`src/rtl/serial_adder_ctrl.sv`:
```
// -----------------------------------------------------------------------------
// serial_adder_ctrl
//
// Bit-serial WIDTH-bit adder. A single full-adder cell, built from two
// half_adder instances and an OR for the carry, is reused for every operand
// bit. Operands are shifted through the cell LSB-first. The result appears
// WIDTH+1 cycles after a request is accepted, and a one-cycle done pulse
// marks it.
//
// Ports
//   clk_i        rising-edge clock
//   rst_i        synchronous, active-high reset
//   start_i      request; honoured only when no operation is in flight
//   a_i, b_i     operands, captured on the accepting edge
//   sub_i        subtract select (only with SERIAL_ADDER_SUB_EN)
//   busy_o       high while operand bits are being processed
//   done_o       one-cycle pulse when sum_o/carry_out_o update
//   sum_o        registered result, held until the next completion
//   carry_out_o  final carry (add) / not-borrow (subtract)
//
// Build option
//   SERIAL_ADDER_SUB_EN  adds sub_i. With sub_i=1, B is inverted and the carry
//                        starts at 1, which gives a - b mod 2^WIDTH.
// -----------------------------------------------------------------------------

module half_adder (
  input  logic a_i,
  input  logic b_i,
  output logic s_o,
  output logic c_o
);
  assign s_o = a_i ^ b_i;
  assign c_o = a_i & b_i;
endmodule

module serial_adder_ctrl #(
  parameter int WIDTH = 8
) (
  input  logic             clk_i,
  input  logic             rst_i,
  input  logic             start_i,
  input  logic [WIDTH-1:0] a_i,
  input  logic [WIDTH-1:0] b_i,
`ifdef SERIAL_ADDER_SUB_EN
  input  logic             sub_i,
`endif
  output logic             busy_o,
  output logic             done_o,
  output logic [WIDTH-1:0] sum_o,
  output logic             carry_out_o
);

  localparam int             CW   = $clog2(WIDTH);
  localparam logic [CW-1:0]  LAST = CW'(WIDTH - 1);

  typedef enum logic [1:0] {
    ST_IDLE,
    ST_ADD,
    ST_DONE
  } state_t;

  state_t           state_q;
  logic [WIDTH-1:0] a_sr_q, b_sr_q, res_q;
  logic [WIDTH-1:0] a_sr_d, b_sr_d, res_d;
  logic             c_q;
  logic [CW-1:0]    cnt_q, cnt_d;
  logic             busy_q, done_q, cout_q;
  logic [WIDTH-1:0] sum_q;

  // Operand B and the initial carry as they are loaded on acceptance
  logic [WIDTH-1:0] b_init_d;
  logic             c_init_d;

  always_comb begin
    b_init_d = b_i;
    c_init_d = 1'b0;
`ifdef SERIAL_ADDER_SUB_EN
    // Two's-complement subtract: a + ~b + 1
    if (sub_i) begin
      b_init_d = ~b_i;
      c_init_d = 1'b1;
    end
`endif
  end

  // Shared full-adder cell
  logic ha0_s, ha0_c, ha1_s, ha1_c, c_next;

  half_adder u_ha0 (
    .a_i (a_sr_q[0]),
    .b_i (b_sr_q[0]),
    .s_o (ha0_s),
    .c_o (ha0_c)
  );

  half_adder u_ha1 (
    .a_i (ha0_s),
    .b_i (c_q),
    .s_o (ha1_s),
    .c_o (ha1_c)
  );

  assign c_next = ha0_c | ha1_c;

  always_comb begin
    a_sr_d = a_sr_q >> 1;
    b_sr_d = b_sr_q >> 1;
    // Sum bits enter at the MSB, so after WIDTH shifts bit 0 is the first bit
    res_d  = {ha1_s, res_q[WIDTH-1:1]};
    cnt_d  = cnt_q + 1'b1;
  end

  always_ff @(posedge clk_i) begin
    if (rst_i) begin
      state_q <= ST_IDLE;
      a_sr_q  <= '0;
      b_sr_q  <= '0;
      res_q   <= '0;
      c_q     <= 1'b0;
      cnt_q   <= '0;
      busy_q  <= 1'b0;
      done_q  <= 1'b0;
      sum_q   <= '0;
      cout_q  <= 1'b0;
    end else begin
      case (state_q)
        // DONE samples start just like IDLE. A held request therefore
        // sustains one operation every WIDTH+1 cycles.
        ST_IDLE, ST_DONE: begin
          done_q <= 1'b0;
          if (start_i) begin
            a_sr_q  <= a_i;
            b_sr_q  <= b_init_d;
            c_q     <= c_init_d;
            res_q   <= '0;
            cnt_q   <= '0;
            busy_q  <= 1'b1;
            state_q <= ST_ADD;
          end else begin
            busy_q  <= 1'b0;
            state_q <= ST_IDLE;
          end
        end

        ST_ADD: begin
          a_sr_q <= a_sr_d;
          b_sr_q <= b_sr_d;
          res_q  <= res_d;
          c_q    <= c_next;
          if (cnt_q == LAST) begin
            sum_q   <= res_d;
            cout_q  <= c_next;
            busy_q  <= 1'b0;
            done_q  <= 1'b1;
            state_q <= ST_DONE;
          end else begin
            cnt_q   <= cnt_d;
          end
        end

        default: begin
          busy_q  <= 1'b0;
          done_q  <= 1'b0;
          state_q <= ST_IDLE;
        end
      endcase
    end
  end

  assign busy_o      = busy_q;
  assign done_o      = done_q;
  assign sum_o       = sum_q;
  assign carry_out_o = cout_q;

endmodule

```
`config.mk`:
```
export PLATFORM = sky130hd
export DESIGN_NAME = serial_adder_ctrl
export DESIGN_NICKNAME = d
export VERILOG_FILES = /design/src/rtl/serial_adder_ctrl.sv
export SDC_FILE = /design/constraint.sdc
export NUM_CORES = 1
export LEC_CHECK = 0
export BUFFER_PORTS_ARGS = -buffer_cell sky130_fd_sc_hd__buf_2
export CAP_MARGIN = 30
export CORE_UTILIZATION = 30
export CTS_CLUSTER_DIAMETER = 50
export DETAILED_ROUTE_END_ITERATION = 16
export HOLD_SLACK_MARGIN = 0.02
export SLEW_MARGIN = 40
export SYNTH_ARGS = -nofsm -noshare
export SYNTH_HDL_FRONTEND = slang
export SYNTH_SLANG_ARGS = --single-unit
```
`constraint.sdc`:
```
create_clock -name clk_i -period 1.3 [get_ports clk_i]
set_input_delay 0.13 -clock clk_i [delete_from_list [all_inputs] [get_ports clk_i]]
set_output_delay 0.13 -clock clk_i [all_outputs]
set_load 0.01 [all_outputs]
```
Yosys cells after proc, flatten, opt, wreduce, memory -nomap -nowiden

Index checks and enable logic that the tools add are counted.

Logic and storage cells: 47
Latch bits: 0
Output and inout bits: 11
Memories kept: 0
Bits in writable memories: 0
Memory bits (read-only): 0
Flip-flop bits (word level): 41
Bits of input ports: 19

Equal/unequal tests: 6
Multiplexer cells: 17
Add/sub/neg operators: 1
Multipliers: 0
Shifts and indexed selects: 0
Div/mod/pow operators: 0
Order comparisons: 0
Reduce and logical (&&, ||, !) cells: 7
Bitwise logic cells: 6

Operators with widths:

| cell                                                                   | number |
|---|---|
| 8-bit one-hot mux with 2 select lines                                  | 3 |
| 8-bit 2-to-1 mux                                                       | 3 |
| 3-bit 2-to-1 mux                                                       | 2 |
| 2-bit inequality test (second input constant)                          | 3 |
| 3-bit one-hot mux with 2 select lines                                  | 1 |
| 1-bit 2-to-1 mux                                                       | 4 |
| 1-bit one-hot mux with 2 select lines                                  | 2 |
| 2-bit one-hot mux with 2 select lines                                  | 1 |
| 2-bit AND reduction                                                    | 2 |
| 2-bit OR reduction                                                     | 2 |
| 3-bit by 1-bit adder with 3-bit output (second input constant)         | 1 |
| 3-bit equality test (second input constant)                            | 1 |
| 3-bit AND reduction                                                    | 1 |
| 1-bit AND                                                              | 2 |
| 2-bit by 1-bit equality test with 1-bit output (second input constant) | 1 |
| 2-bit equality test (second input constant)                            | 1 |
| 2-bit logical NOT                                                      | 1 |
| 2-bit 2-to-1 mux                                                       | 1 |
| 2-bit nonzero test                                                     | 1 |
| 1-bit bitwise XOR                                                      | 2 |
| 1-bit inverter                                                         | 1 |
| 1-bit OR                                                               | 1 |

Longest topological paths before layout

Gate-level depths: netlist of the first run.

Depth after elaboration: 4
Depth in mapped cells: 5
Depth with buffers taken out: 5

Cells and area by module

From an unflattened synthesis of the first run, not the netlist that was laid out.

Cell total of the unflattened synthesis: 196
Area, all modules: 1659.1 sq um

By module, submodules not included:

| module            | seq. area each (sq um) | times used | area each (sq um) | cells each |
|---|---|---|---|---|
| serial_adder_ctrl | 800.8                  | 1          | 1634.1            | 194 |
| half_adder        | 0.0                    | 2          | 12.5              | 1 |

Least setup slack after synthesis of the first run

No wires, ideal clock.

Path kind: register -> register
Start point: register cnt_q[0]
End point: register cnt_q[1]
Data required time: 1.168 ns
Slack: -0.069 ns
Library setup time: 0.132 ns
Data arrival time: 1.237 ns
Cell stages (with the launch flop): 6
Path buffers: 0
Period minus slack after synthesis: 1.369 ns
Cells stage by stage: dfxtp_1 -> ha_1 -> ha_1 -> or3b_1 -> nand3_1 -> a21oi_1

Word-level cells in the longest chain between the ends: 3
Elaborated cells on any way between the ends: 6
Classes of those cells: add/sub: 1; eq/ne: 2; mux: 2; reduce/logical: 1

RTL lines:

| element                                                                              | RTL line | text |
|---|---|---|
| start, declared                                                                      | 66       | `logic [CW-1:0] cnt_q, cnt_d;` |
| start signal, assigned                                                               | 157      | `cnt_q <= cnt_d;` |
| 3-bit by 1-bit adder with 3-bit output / 3-bit equality test (equally long branches) | 110, 150 |  |
| 3-bit 2-to-1 mux / 2-bit inequality test (equally long branches)                     | -        |  |
| 3-bit one-hot mux with 2 select lines / 3-bit AND reduction (equally long branches)  | -        |  |

Several ways; a longest one is shown, not always the timed one. The select of a mux whose other input is x is not followed.
A chain may end at the register's enable or synchronous reset.

Worst setup path in the final report of the first run

Start point: register cnt_q[1]
End point: register cnt_q[1]

The elaborated chain is that of the path after synthesis.

==> results.cfg, run 1 <==
[setup_path]
cp_cell_sequence = ha_4 > ha_4 > or3b_4 > nand3_2 > a21oi_1
cp.required_ns = 1.48
cpPeakStageDelay_ns = 0.40
path_class = reg2reg
cp_common_cell = ha_4
crit_family = simple AND/OR/NAND/NOR gates
cp-end-kind = flip-flop
start_kind = flip-flop
cp.depth = 5
crit_arrival_ns = 1.49
r2r_slack_ns = -0.01
reg2regPathDepth = 5
cp_num_buf_inv = 0
crit_fanout = 4
crit_slowest_cell = or3b_4

[detailed_routing]
drc = 0
ant_nets = 0
drtIter0Drc = 90
wl_mm = 3.35
drt-pass1-iter-count = 4
vias_per_cell = 4.87
num_vias = 1383
wl_per_cell_um = 11.8

[synth]
synth_xor_area_share_pct = 0
ys.flop_type = dfxtp_1
synth_area_per_cell_um2 = 8.79
synth-seq-cells = 40
synth_edf_count = 0
synth_area_leaders = dfxtp_1, a21oi_1, nor3_1
synthMuxAreaShare_pct = 0
yosys.area_share.simple_pct = 27.4
synth_cells = 181
yosys.area.top_type = dfxtp_1
synth_top_family_by_area = simple AND/OR/NAND/NOR gates
yosysMostFrequentCell = dfxtp_1
yosysWarnings = 0
synth_fa_ha_area_share_pct = 3.62
synth_top_area_share_pct = 50.3
synthesis.area_mm2 = 0.00159
ys_seq_area_share_pct = 50.3
ys_async_sr_fraction_pct = 0
synth_cell_types = 20
synth_common_cells = dfxtp_1, a21oi_1, nor3_1
synth_compound_area_share_pct = 13.1
synth_fp_nets = 204

[timing]
finalCriticalPeriod_ns = 1.31
max_freq_ghz = 0.764
whs_ns = 0.0728
finalHoldViolations = 0
slew-limit-headroom_pct = 85.6
fin_ws_ns = -0.00962
worst_pin_slew_ns = 0.214
finalMaxSlewViolations = 0
fin_crit_sh_pct = 101
finalClockSkew_ns = 0.00360
rsz0062_at_grt = yes
setup_viol = 3

[finish]
n_antenna_cell = 0
drive_gt1_share_pct = 30.4
fin_cells = 284
synthToLayoutAreaGrowth_pct = 30.6
fill_cells = 558
layout.nets = 236

[placed_design]
place.gp.congestion = 0.650
post-place-ws_ns = -0.0287
dp_cells = 275
dp_hpwl_mm = 2.06
io_buffers = 29

[clock_network]
cts_buffer_depth = 2
ctsRootBufferMaster = clkbuf_8
ctsHoldBuffers = 0
clk_latency_ns = 0.29
clock_sinks = 40
cts_htree_levels = 2
tritoncts = yes
clk_pin_slew_ns = 0.08
numCtsBuffers = 5

[grt]
gr-usage-all-layers_pct = 13.4
antenna_found_initial = 0
grt_pass1_wl_mm = 5.72
grt_overflow = 0
grt_max_degree = 41
grt_pass1_vias = 1287

[power]
seqPwrFrac_pct = 43.5
power_density_mw_per_mm2 = 1460
p_leak_nw = 0.790
ir_drop_mv = 0.467
clock_power_share_pct = 45.6
p_comb_share_pct = 10.9
power.switching_mw = 0.644
switching_share_pct = 21.2
p_int_mw = 2.40
total_power_mw = 3.04

[floorplan]
die_x_um = 74.8
core_mm2 = 0.00511
start_util_pct = 31.2
die_height_um = 74.8
die_area_mm2 = 0.00560
io_pins = 30
rows = 26

[run_status]
status = complete, but fails checks
violations = negative setup slack

[hold_path]
worstHoldPathCells = 3
min_path_type = in2reg

[flow_run]
maxCapViolCount = 0
-- layout make-up --
class	instances	area [µm²]	share of cell area [%]
Tap cell	70	87.6	4.21
Clock buffer	5	68.8	3.31
Multi-Input combinational cell	125	752	36.2
Sequential cell	40	803	38.7
Clock inverter	3	90.1	4.33
Timing Repair Buffer	41	277	13.3
-- layout by cell type, fill, tap and decap left out, types with 3 or more instances in the layout --
cell type / synthesis / final
dfxtp_1: 40 / 38
buf_2: 6 / 29
nor3_1: 23 / 23
a21oi_1: 24 / 23
nand2_1: 21 / 21
nand3_1: 22 / 19
o22ai_1: 14 / 14
buf_4: 4 / 8
nor3_2: 6 / 6
clkbuf_8: 0 / 5
nand2b_1: 3 / 3
nand3_2: 0 / 3
bufinv_16: 0 / 3
buf_12: 0 / 3
-- final timing paths --
kind                              start                      to
hold reg to reg   sum_o[1]$_SDFFE_PP0P_   sum_o[1]$_SDFFE_PP0P_
setup / recovery  cnt_q[1]$_SDFFE_PP0P_   cnt_q[1]$_SDFFE_PP0P_
setup reg to reg  cnt_q[1]$_SDFFE_PP0P_   cnt_q[1]$_SDFFE_PP0P_
hold / removal                   a_i[7]  a_sr_q[7]$_SDFFE_PP0P_
-- repair_timing --
item | in CTS | in global routing
pin swaps | 7 | 1
gates resized for setup | 8 | 2
buffers inserted | 1 | 0
setup endpoints to repair | 3 | 5
-- state kept, by name, summed over array words and instances, names as in the netlist --
signal       flops
busy_o           1
cnt_q            3
res_q            7
carry_out_o      1
c_q              1
state_q          2
done_o           1
a_sr_q           8
b_sr_q           8
sum_o            8
-- metal layers --
layer	up-vias	GRT usage (%)	share of wire [%]
met1	637	17.4	49
met5	-	0	0
met3	5	4.15	5.3
li1	709	-	-
met2	32	21.2	44
met4	0	4.40	1.3
-- cells by family after synthesis --
kind of cell / after synthesis
compound gates: 38
fa+ha+maj: 4
buf+inv: 16
flops: 40
simple gates: 83
-- tightest hold or removal path, cell delays in order --
cell and delay, ns:
buf_2 0.09, nand2_1 0.05, a21oi_1 0.05
-- power groups by stage --
stage          clock [mW]  sequential (mW)  combinational [mW]
2_1_floorplan           0             1.34               0.230
3_3_place_gp            0             1.35               0.325
3_5_place_dp            0             1.35               0.325
4_1_cts              1.42             1.32               0.334
5_1_grt              1.46             1.33               0.370
6_report             1.39             1.32               0.332
-- through the flow --
step	TNS (ns)	instance area (µm²)	utilization [%]
final	-0.0198	2080	40.7
after global routing	-0.201	2080	40.7
after CTS	-0.0395	2070	40.5
after detailed placement	-0.0743	1860	36.5
after global placement	-0.0549	1860	36.5
after floorplan	0	1600	-
Note: power is estimated with default switching activity, not from simulation.
==> inputs of run 2 (changes only) <==
Settings changed: ABC_AREA from default to 1, SLEW_MARGIN 40 to 20.
==> run 2 against run 1 <==
Effect of this change: the run now ends clean; cell count up 19%; final area up 3.9%; first-iteration DRC count down 5.6%; area after synthesis up 7.6%.
==> results.cfg, run 2 <==
[timing]
finalMaxSlewViolations = 0
fin_crit_sh_pct = 94.1
finalCriticalPeriod_ns = 1.22
max_freq_ghz = 0.817
worst_pin_slew_ns = 0.279
setup_tns_ns = 0
slew-limit-headroom_pct = 81.4
finalHoldViolations = 0
setup_viol = 0
finalClockSkew_ns = 0.00697

[clock_network]
clk_latency_ns = 0.29
tritoncts = yes
cts_buffer_depth = 2
clock_sinks = 40
clk_pin_slew_ns = 0.07
numCtsBuffers = 5
ctsRootBufferMaster = clkbuf_8
cts_htree_levels = 2
postCtsSetupBuffers = 0

[setup_path]
crit_arrival_ns = 1.41
cp.required_ns = 1.49
cp-end-kind = flip-flop
path_class = reg2reg
cpPeakStageDelay_ns = 0.33
cp_cell_sequence = ha_1 > ha_1 > inv_2 > nand3_4 > a21oi_2 > nor2_1
crit_fanout = 7
cp_common_cell = ha_1
start_kind = flip-flop
crit_slowest_cell = dfxtp_1

[hold_path]
min_path_type = in2reg

[floorplan]
die_x_um = 77.6
io_pins = 30
die_height_um = 77.6
die_area_mm2 = 0.00602
start_util_pct = 31.1
rows = 27
core_mm2 = 0.00551

[finish]
post-route-cell-area_mm2 = 0.00216
final_common_cell = nand3_1
drive_gt1_share_pct = 22.5
synthToLayoutAreaGrowth_pct = 26.1
n_antenna_cell = 0
final_cell_mix = nand3_1, dfxtp_1, nand2_1, nor2_1, buf_2
layout.nets = 290
fin_cells = 339
final_util_pct = 39.2

[run_status]
status = finished, final reports clean

[grt]
grt_overflow = 0
grt_pass1_wl_mm = 6.20
gr-usage-all-layers_pct = 13.3
grt_pass1_vias = 1387
antenna_found_initial = 0
grt_max_degree = 30

[synth]
synth_edf_count = 0
yosysWarnings = 0
ys_seq_area_share_pct = 46.7
synth_cells = 234
ys_async_sr_fraction_pct = 0
yosysMostFrequentCell = nand3_1
synth-seq-cells = 40
synth_fp_nets = 257
synth_area_leaders = dfxtp_1, nand3_1, nand2_1
synth_common_cells = nand3_1, dfxtp_1, nand2_1
ys.flop_type = dfxtp_1
yosys.area.top_type = dfxtp_1
synthesis.area_mm2 = 0.00171
synth_area_per_cell_um2 = 7.32
synth_top_area_share_pct = 46.7
synth_cell_types = 17

[detailed_routing]
drtIter0Drc = 85
wl_mm = 3.59
wl_per_cell_um = 10.6
ant_nets = 0
met2_length_mm = 1.65
wl_met3_um = 172
drt-pass1-iter-count = 4
highest_layer = met4
num_vias = 1544
vias_per_cell = 4.55
drc = 0
m1WireLength_mm = 1.71

[placed_design]
dpl-instance-area_mm2 = 0.00200
io_buffers = 29
dp_hpwl_mm = 2.47
place.gp.congestion = 0.717
dp_cells = 332

[power]
p_leak_nw = 0.957
ir_drop_mv = 0.584
power_density_mw_per_mm2 = 1340
total_power_mw = 2.90

[flow_run]
maxCapViolCount = 0
==> run 2: cell count changes after synthesis, sizes merged, moves of 8 or more <==
| cell | delta |
|---|---|
| a21oi | -8 |
| o22ai | -9 |
| nand3 | +25 |
| nor2 | +36 |
| nand2 | +20 |
| nor3 | -29 |
| inv | +26 |
==> run 2: power by group <==
part | total [mW] | internal, mW | switching (mW)
Combinational | 0.405 | 0.173 | 0.232
Sequential | 1.32 | 1.29 | 0.0289
Clock | 1.17 | 0.756 | 0.419
==> run 2: logic make-up (layout without fill, tap and decap cells) <==
kind of cell | Yosys count | in the layout | share of synthesized area [%]
AOI/OAI and AO/OA | 24 | 24 | 7.38
adders and majority gates | 4 | 4 | 3.36
buffers and inverters | 40 | 73 | 10.6
DFF | 40 | 40 | 46.7
and+or+nand+nor | 126 | 126 | 31.9
==> run 2: critical path: cells and delay by family (launching register included) <==
family	cells	cell delay [ns]
DFF	1	0.33
and+or+nand+nor	2	0.17
adders and majority gates	2	0.41
buffers and inverters	1	0.07
AOI/OAI and AO/OA	1	0.14
==> run 2: what timing repair did <==
| action | CTS | global route |
|---|---|---|
| resized for setup | 1 | 9 |
| endpoints found under the hold margin | 0 | 0 |
| hold buffers | 0 | 0 |
| gates cloned | 0 | 0 |
| setup endpoints to repair | 3 | 9 |
==> run 2: path summary, 6_finish.rpt <==
kind	startpoint	endpoint	slack, ns	depth (start not counted)
min	a_i[3]	a_sr_q[3]$_SDFFE_PP0P_	0.06	3
max	cnt_q[0]$_SDFFE_PP0P_	cnt_q[0]$_SDFFE_PP0P_	0.08	6
max reg2reg	cnt_q[0]$_SDFFE_PP0P_	cnt_q[0]$_SDFFE_PP0P_	0.08	6
min reg2reg	sum_o[5]$_SDFFE_PP0P_	sum_o[5]$_SDFFE_PP0P_	0.46	2
==> run 2: final cells by class <==
type                    instances  area, µm²
well taps                      72       90.1
clock buffers                   5       68.8
inverters                      26       97.6
clock inverters                 2       60.1
repair buffers                 40        282
fillers                       607       3350
multi-input cells             154        759
flip-flops and latches         40        802
==> run 2: per-layer routing <==
| metal | track usage, % | vias to the layer above |
|---|---|---|
| met5 | 0 | - |
| met2 | 21.1 | 41 |
| met3 | 4.12 | 7 |
| met4 | 6.23 | 0 |
| li1 | - | 812 |
| met1 | 16.3 | 684 |
==> run 2: stage by stage <==
stage	worst slack (ns)	hold slack, ns
CTS	0.0239	0.0530
global route	-0.00635	0.0534
finish	0.0766	0.0601
floorplan	0.0600	0.199
global placement	0.00374	0.349
detailed placement	-0.0463	0.356
